[config.mk]
export PLATFORM = sky130hd
export DESIGN_NAME = main_mem_arbiter_flat
export DESIGN_NICKNAME = d
export VERILOG_FILES = /design/src/rtl/main_mem_arbiter_pkg.sv /design/src/rtl/main_mem_arbiter_if.sv /design/src/rtl/main_mem_arbiter_rr_arbiter.sv /design/src/rtl/main_mem_arbiter.sv /design/src/flat_wrapper.sv
export SDC_FILE = /design/constraint.sdc
export NUM_CORES = 1
export LEC_CHECK = 0
export BUFFER_PORTS_ARGS = -buffer_cell sky130_fd_sc_hd__buf_2
export CAP_MARGIN = 10
export CORE_AREA = 2 2 132 134
export DETAILED_ROUTE_END_ITERATION = 16
export DIE_AREA = 0 0 134 136
export HOLD_SLACK_MARGIN = 0.02
export PLACE_DENSITY = 0.56
export SLEW_MARGIN = 20
export SYNTH_ARGS = -nofsm -noshare
export SYNTH_HDL_FRONTEND = slang
export SYNTH_HIERARCHICAL = 1
export SYNTH_SLANG_ARGS = --single-unit
[constraint.sdc]
create_clock -name clk -period 5 [get_ports clk]
set_clock_uncertainty 0.2 [all_clocks]
set_input_delay 0.75 -clock clk [delete_from_list [all_inputs] [get_ports clk]]
set_output_delay 0.75 -clock clk [all_outputs]
set_load 0.1 [all_outputs]
[src/rtl/main_mem_arbiter_pkg.sv]
// Shared types for the main-memory arbiter: requester indices, owner tag, read-tag record.
// Latency: n/a (types only).
// Backpressure: n/a.
package main_mem_arb_pkg;

  localparam int NUM_REQ_DEF = 3;

  // Requester slots on the shared memory port
  localparam int REQ_MA  = 0;  // memory-access stage data port
  localparam int REQ_IF  = 1;  // instruction-fetch refill
  localparam int REQ_LDR = 2;  // debug / program loader

  typedef logic [$clog2(NUM_REQ_DEF)-1:0] owner_t;

  // One slot of the read-return tracker: is a read in flight, and who owns it
  typedef struct packed {
    logic   vld;
    owner_t own;
  } rd_tag_t;

endpackage

[src/rtl/main_mem_arbiter_if.sv]
// Requester-side and memory-side bundle of the main-memory arbiter.
// Latency: n/a (wires only).
// Backpressure: grant-based on requests, none on responses.
interface main_mem_arbiter_if #(
  parameter int NUM_REQ = 3,
  parameter int ADDR_W  = 32,
  parameter int DAT_W   = 32
);

  logic [NUM_REQ-1:0]        req_vld;
  logic [NUM_REQ-1:0]        req_wen;
  logic [NUM_REQ*ADDR_W-1:0] req_addr;
  logic [NUM_REQ*DAT_W-1:0]  req_dat;
  logic [NUM_REQ-1:0]        req_gnt;
  logic [NUM_REQ-1:0]        rsp_vld;
  logic [DAT_W-1:0]          rsp_dat;
  logic                      mem_cs;
  logic                      mem_wen;
  logic [ADDR_W-1:0]         mem_addr;
  logic [DAT_W-1:0]          mem_dat_in;
  logic [DAT_W-1:0]          mem_dat_out;

  // Arbiter view
  modport slave (
    input  req_vld, req_wen, req_addr, req_dat, mem_dat_out,
    output req_gnt, rsp_vld, rsp_dat, mem_cs, mem_wen, mem_addr, mem_dat_in
  );

  // Requesters plus memory macro view
  modport master (
    output req_vld, req_wen, req_addr, req_dat, mem_dat_out,
    input  req_gnt, rsp_vld, rsp_dat, mem_cs, mem_wen, mem_addr, mem_dat_in
  );

endinterface

[src/rtl/main_mem_arbiter_rr_arbiter.sv]
// Rotate-priority picker with registered pointer; optional MAIN_MEM_ARB_DATA_PRIO_EN gives index 0 absolute priority.
// Latency: grant combinational in the request cycle; pointer moves at the next edge.
// Backpressure: none; a requester simply waits until its grant bit is set.
module rr_arbiter
  import main_mem_arb_pkg::*;
#(
  parameter  int NUM_REQ = 3,
  localparam int OWN_W   = $clog2(NUM_REQ)
) (
  input  logic               clk,
  input  logic               rst,
  input  logic [NUM_REQ-1:0] req_i,
  output logic [NUM_REQ-1:0] gnt_o,
  output logic [OWN_W-1:0]   win_o,
  output logic               any_o
);

  localparam logic [OWN_W-1:0] LAST = OWN_W'(NUM_REQ - 1);

  logic [OWN_W-1:0] ptr_q, ptr_d;

  // Pick the first requester at or after the pointer; nothing is granted while in reset
  always_comb begin
    int idx;
    idx   = 0;
    gnt_o = '0;
    win_o = '0;
    any_o = 1'b0;
`ifdef MAIN_MEM_ARB_DATA_PRIO_EN
    if (req_i[REQ_MA]) begin
      any_o = 1'b1;
      win_o = OWN_W'(REQ_MA);
    end
`endif
    for (int k = 0; k < NUM_REQ; k++) begin
      idx = int'(ptr_q) + k;
      if (idx >= NUM_REQ) idx = idx - NUM_REQ;
      if (!any_o && req_i[idx]) begin
        any_o = 1'b1;
        win_o = OWN_W'(idx);
      end
    end
    if (rst) any_o = 1'b0;
    if (any_o) gnt_o[win_o] = 1'b1;
  end

  // Next pointer sits just past the winner, wrapping at the last index
  always_comb begin
    ptr_d = ptr_q;
`ifdef MAIN_MEM_ARB_DATA_PRIO_EN
    if (any_o && (win_o != OWN_W'(REQ_MA))) ptr_d = (win_o == LAST) ? '0 : win_o + OWN_W'(1);
`else
    if (any_o) ptr_d = (win_o == LAST) ? '0 : win_o + OWN_W'(1);
`endif
  end

  // Round-robin pointer register
  always_ff @(posedge clk or posedge rst) begin
    if (rst) ptr_q <= '0;
    else     ptr_q <= ptr_d;
  end

endmodule

[src/rtl/main_mem_arbiter.sv]
// Shares the single-port main memory between NUM_REQ requesters and returns read data to the owner.
// Latency: grant and memory drive in the request cycle; read data returned exactly READ_LAT cycles later.
// Backpressure: requests wait for grant; responses cannot be stalled. Option: MAIN_MEM_ARB_DATA_PRIO_EN.
module main_mem_arbiter
  import main_mem_arb_pkg::*;
#(
  parameter int NUM_REQ  = 3,
  parameter int ADDR_W   = 32,
  parameter int DAT_W    = 32,
  parameter int READ_LAT = 1
) (
  input  logic               clk,
  input  logic               rst,
  main_mem_arbiter_if.slave  bus
);

  localparam int OWN_W = $clog2(NUM_REQ);

  logic [NUM_REQ-1:0] gnt;
  logic [OWN_W-1:0]   win;
  logic               any;

  // Owner tracking: slot 0 holds the access granted last cycle, the last slot lines up with mem_dat_out
  rd_tag_t tag_q [READ_LAT];
  rd_tag_t tag_d;
  rd_tag_t head;

  rr_arbiter #(.NUM_REQ(NUM_REQ)) u_rr (
    .clk   (clk),
    .rst   (rst),
    .req_i (bus.req_vld),
    .gnt_o (gnt),
    .win_o (win),
    .any_o (any)
  );

  assign bus.req_gnt = gnt;

  // Drive the memory port from the winner; quiet and zeroed when idle
  always_comb begin
    bus.mem_cs     = 1'b0;
    bus.mem_wen    = 1'b0;
    bus.mem_addr   = '0;
    bus.mem_dat_in = '0;
    if (any) begin
      bus.mem_cs     = 1'b1;
      bus.mem_wen    = bus.req_wen[win];
      bus.mem_addr   = bus.req_addr[int'(win)*ADDR_W +: ADDR_W];
      bus.mem_dat_in = bus.req_dat[int'(win)*DAT_W +: DAT_W];
    end
  end

  // Accepted reads enter the tracker tagged with their owner; writes and idle cycles enter as bubbles
  always_comb begin
    tag_d     = '0;
    tag_d.vld = any && !bus.req_wen[win];
    tag_d.own = owner_t'(win);
  end

  // Shift the owner tracker; reset drops every in-flight read
  always_ff @(posedge clk or posedge rst) begin
    if (rst) begin
      for (int i = 0; i < READ_LAT; i++) tag_q[i] <= '0;
    end else begin
      tag_q[0] <= tag_d;
      for (int i = 1; i < READ_LAT; i++) tag_q[i] <= tag_q[i-1];
    end
  end

  assign head = tag_q[READ_LAT-1];

  // Steer returning memory data to the owner of the oldest tracked read
  always_comb begin
    bus.rsp_vld = '0;
    bus.rsp_dat = '0;
    if (head.vld && !rst) begin
      bus.rsp_vld[head.own] = 1'b1;
      bus.rsp_dat           = bus.mem_dat_out;
    end
  end

endmodule

[src/flat_wrapper.sv]
// flat-port wrapper written by rule: the top's interface ports become plain ports
module main_mem_arbiter_flat import main_mem_arb_pkg::*;
#(
  parameter int NUM_REQ  = 3,
  parameter int ADDR_W   = 32,
  parameter int DAT_W    = 32,
  parameter int READ_LAT = 1
)
  (clk, rst, bus_req_vld, bus_req_wen, bus_req_addr, bus_req_dat, bus_mem_dat_out, bus_req_gnt, bus_rsp_vld, bus_rsp_dat, bus_mem_cs, bus_mem_wen, bus_mem_addr, bus_mem_dat_in);
  main_mem_arbiter_if #(.NUM_REQ(NUM_REQ), .ADDR_W(ADDR_W), .DAT_W(DAT_W)) bus_i ();
  input  logic clk;
  input  logic rst;
  input wire logic [$bits(bus_i.req_vld)-1:0] bus_req_vld;
  input wire logic [$bits(bus_i.req_wen)-1:0] bus_req_wen;
  input wire logic [$bits(bus_i.req_addr)-1:0] bus_req_addr;
  input wire logic [$bits(bus_i.req_dat)-1:0] bus_req_dat;
  input wire logic [$bits(bus_i.mem_dat_out)-1:0] bus_mem_dat_out;
  output wire logic [$bits(bus_i.req_gnt)-1:0] bus_req_gnt;
  output wire logic [$bits(bus_i.rsp_vld)-1:0] bus_rsp_vld;
  output wire logic [$bits(bus_i.rsp_dat)-1:0] bus_rsp_dat;
  output wire logic [$bits(bus_i.mem_cs)-1:0] bus_mem_cs;
  output wire logic [$bits(bus_i.mem_wen)-1:0] bus_mem_wen;
  output wire logic [$bits(bus_i.mem_addr)-1:0] bus_mem_addr;
  output wire logic [$bits(bus_i.mem_dat_in)-1:0] bus_mem_dat_in;
  assign bus_i.req_vld = bus_req_vld;
  assign bus_i.req_wen = bus_req_wen;
  assign bus_i.req_addr = bus_req_addr;
  assign bus_i.req_dat = bus_req_dat;
  assign bus_i.mem_dat_out = bus_mem_dat_out;
  assign bus_req_gnt = bus_i.req_gnt;
  assign bus_rsp_vld = bus_i.rsp_vld;
  assign bus_rsp_dat = bus_i.rsp_dat;
  assign bus_mem_cs = bus_i.mem_cs;
  assign bus_mem_wen = bus_i.mem_wen;
  assign bus_mem_addr = bus_i.mem_addr;
  assign bus_mem_dat_in = bus_i.mem_dat_in;
  main_mem_arbiter #(.NUM_REQ(NUM_REQ), .ADDR_W(ADDR_W), .DAT_W(DAT_W), .READ_LAT(READ_LAT)) u_core (.clk(clk), .rst(rst), .bus(bus_i));
endmodule
==> results.txt <==
Run status - completed
Main synth FF type - dfrtp_1
Initial antenna violation count - 0
Setup TNS - 0 ps
Via count - 4014
Vias in the first global route - 3489
Hold/Removal Path Class - in2async
WHS - 228 ps
ANT nets after route - 0
Post-Synthesis Net Count - 638
CTS tree - yes
Setup Buffers After CTS - 0
DRC marker count from the first detailed-route iteration - 99
Initial core utilization - 17.2%
R2R cell count - 9
Sequential fraction of the synthesis area - 4.30%
WL per Instance - 13.0 µm
Cell variety after synth - 37
Final hold vios - 0
Syn. warnings - 6
H-tree depth - 1
Crit path max fanout - 59
Setup Viol. Count Final - 0
Syn_area_per_cell - 7.23 µm²
Clock Latency Late Sink - 220 ps
GPL Wtd Cong - 0.789
Final Util - 28.3%
Critical path endpoint category - output port
TritonRoute pass-1 iters - 5
Num Clock Sinks - 5
Total grt overflow - 0
Share of cells above drive strength 1 - 50.1%
Dpl ws - 831 ps
Startpoint types - flip-flop
Worst slew pin tran - 791 ps
Final net count - 946
GRT Total Usage - 11.6%
Via density - 4.30
Core Area - 0.0169 mm²
Mapped Cells - 402
Worst-path clk slew - 30 ps
Max cap viols - 0
Post-synth EDFFs - 0
Io pins - 336
Routed WL - 12.2 mm
Slew HR - 47.3%
N_diodes - 0
Worst path arrival time - 3490 ps
Fin crit period - 4440 ps
Post-Syn Area - 0.00291 mm²
RSZ-0062 raised after global routing - false
Final worst setup slack - 559 ps
Max clock buf depth - 2
FFs w/ async S/R, synth - 100%
Row count - 48
CP Class - reg2out
Layout area overhead - 64.1%
WP data required - 4050 ps
Fmax - 225 MHz
#FFs+latches synth - 5
Chip height - 136 µm
First-pass GRT wire length - 17.5 mm
Fin crit share - 88.8%
Die ar. - 0.0182 mm²
Port Buffers - 335
Total CTS buffers - 3
CTS resizes - 0
Largest net degree at the start of global routing - 83
Root Buffer - clkbuf_16
Max Slew Vio Count - 0
CTS Hold Bufs - 0
Die X - 134 µm
Post-DP HPWL - 9.89 mm
DRC - 0
worst paths after layout:
path                                       from                    to  slack (ps)
hold / removal                              rst  u_core/u_rr/ptr_q[0]         230
hold reg to reg            u_core/u_rr/ptr_q[1]  u_core/u_rr/ptr_q[1]         370
min in group clk           u_core/u_rr/ptr_q[1]  u_core/u_rr/ptr_q[1]         370
max in group asynchronous                   rst        u_core/head[0]        4220
setup / recovery           u_core/u_rr/ptr_q[0]    bus_mem_dat_in[30]         560
setup reg to reg           u_core/u_rr/ptr_q[0]        u_core/head[2]        2110
kinds of logic (layout without fill, tap and decap cells):
family	Yosys count	after routing	synth area share [%]
AOI/OAI and AO/OA	87	87	16.6
adders and majority gates	5	5	2.11
buffers and inverters	50	357	11.2
DFF	5	5	4.30
muxes	67	67	23.1
and+or+nand+nor	188	188	42.7
per-layer routing:
| metal | wire (µm) | track usage [%] | up-vias |
|---|---|---|---|
| met5 | 0 | 0 | - |
| met4 | 37 | 0.887 | 0 |
| met3 | 1230 | 2.35 | 6 |
| met2 | 5880 | 21.4 | 218 |
| met1 | 5010 | 14.4 | 1773 |
| li1 | - | - | 2017 |
final cells by class:
class	instances	area, µm²
Timing Repair Buffer	345	1780
Tap cell	225	282
Sequential cell	5	125
Clock buffer	4	78.8
Inverter	8	30.0
Multi-Input combinational cell	347	2480
Fill cell	1874	12100
through the flow:
| stage | instances | cell area, µm² |
|---|---|---|
| 4_1_cts | 934 | 4770 |
| 2_1_floorplan | 402 | 2910 |
| 5_1_grt | 934 | 4770 |
| 6_report | 934 | 4770 |
| 3_5_place_dp | 930 | 4690 |
| 3_3_place_gp | 930 | 4690 |
sequential cells by signal, summed over array words and instances, names as in the netlist:
| signal | flops |
|---|---|
| u_core/head | 3 |
| u_core/u_rr/ptr_q | 2 |
Yosys cell counts (2+ instances only):
library cell,count,area (µm²)
buf_2,19,95.1
nor3b_1,2,15.0
buf_4,2,15.0
clkbuf_1,11,41.3
inv_1,8,30.0
buf_6,3,33.8
and2_1,98,613
nand2b_1,2,12.5
nor2_1,4,15.0
clkbuf_2,2,10.0
nor2b_1,5,31.3
a31oi_1,2,12.5
nand2_1,5,18.8
a21oi_1,5,25.0
a22o_1,2,17.5
nand3b_1,67,503
o21ai_0,64,320
ha_1,4,50.1
mux2i_1,67,671
dfrtp_1,5,125
buf_12,5,100
o21ai_1,5,25.0
worst max-delay path, cell delays in order (launching register included):
cell and delay (ps):
dfrtp_1 400, inv_1 90, ha_1 410, nor2b_1 220, o21ai_2 110, o21ai_0 90
and2_4 690, buf_4 390, mux2i_1 110, o21ai_0 140, and2_1 150, buf_2 420
placed cells by master (no fill, tap or decap), types with 2 or more instances in the layout:
cell type / count
ha_1: 4
nor2_1: 4
o21ai_0: 64
a31oi_1: 2
buf_4: 8
nand2b_1: 2
clkbuf_16: 3
buf_2: 335
nor3b_1: 2
buf_12: 2
dfrtp_1: 5
nand2_1: 5
inv_1: 8
mux2i_1: 67
a21oi_1: 5
a22o_1: 2
nand3b_1: 67
o21ai_1: 5
and2_1: 97
nor2b_1: 5
Power is left out: the tool's default activity adds up to more than one toggle a clock period on the data nets, which glitch-free logic cannot reach.
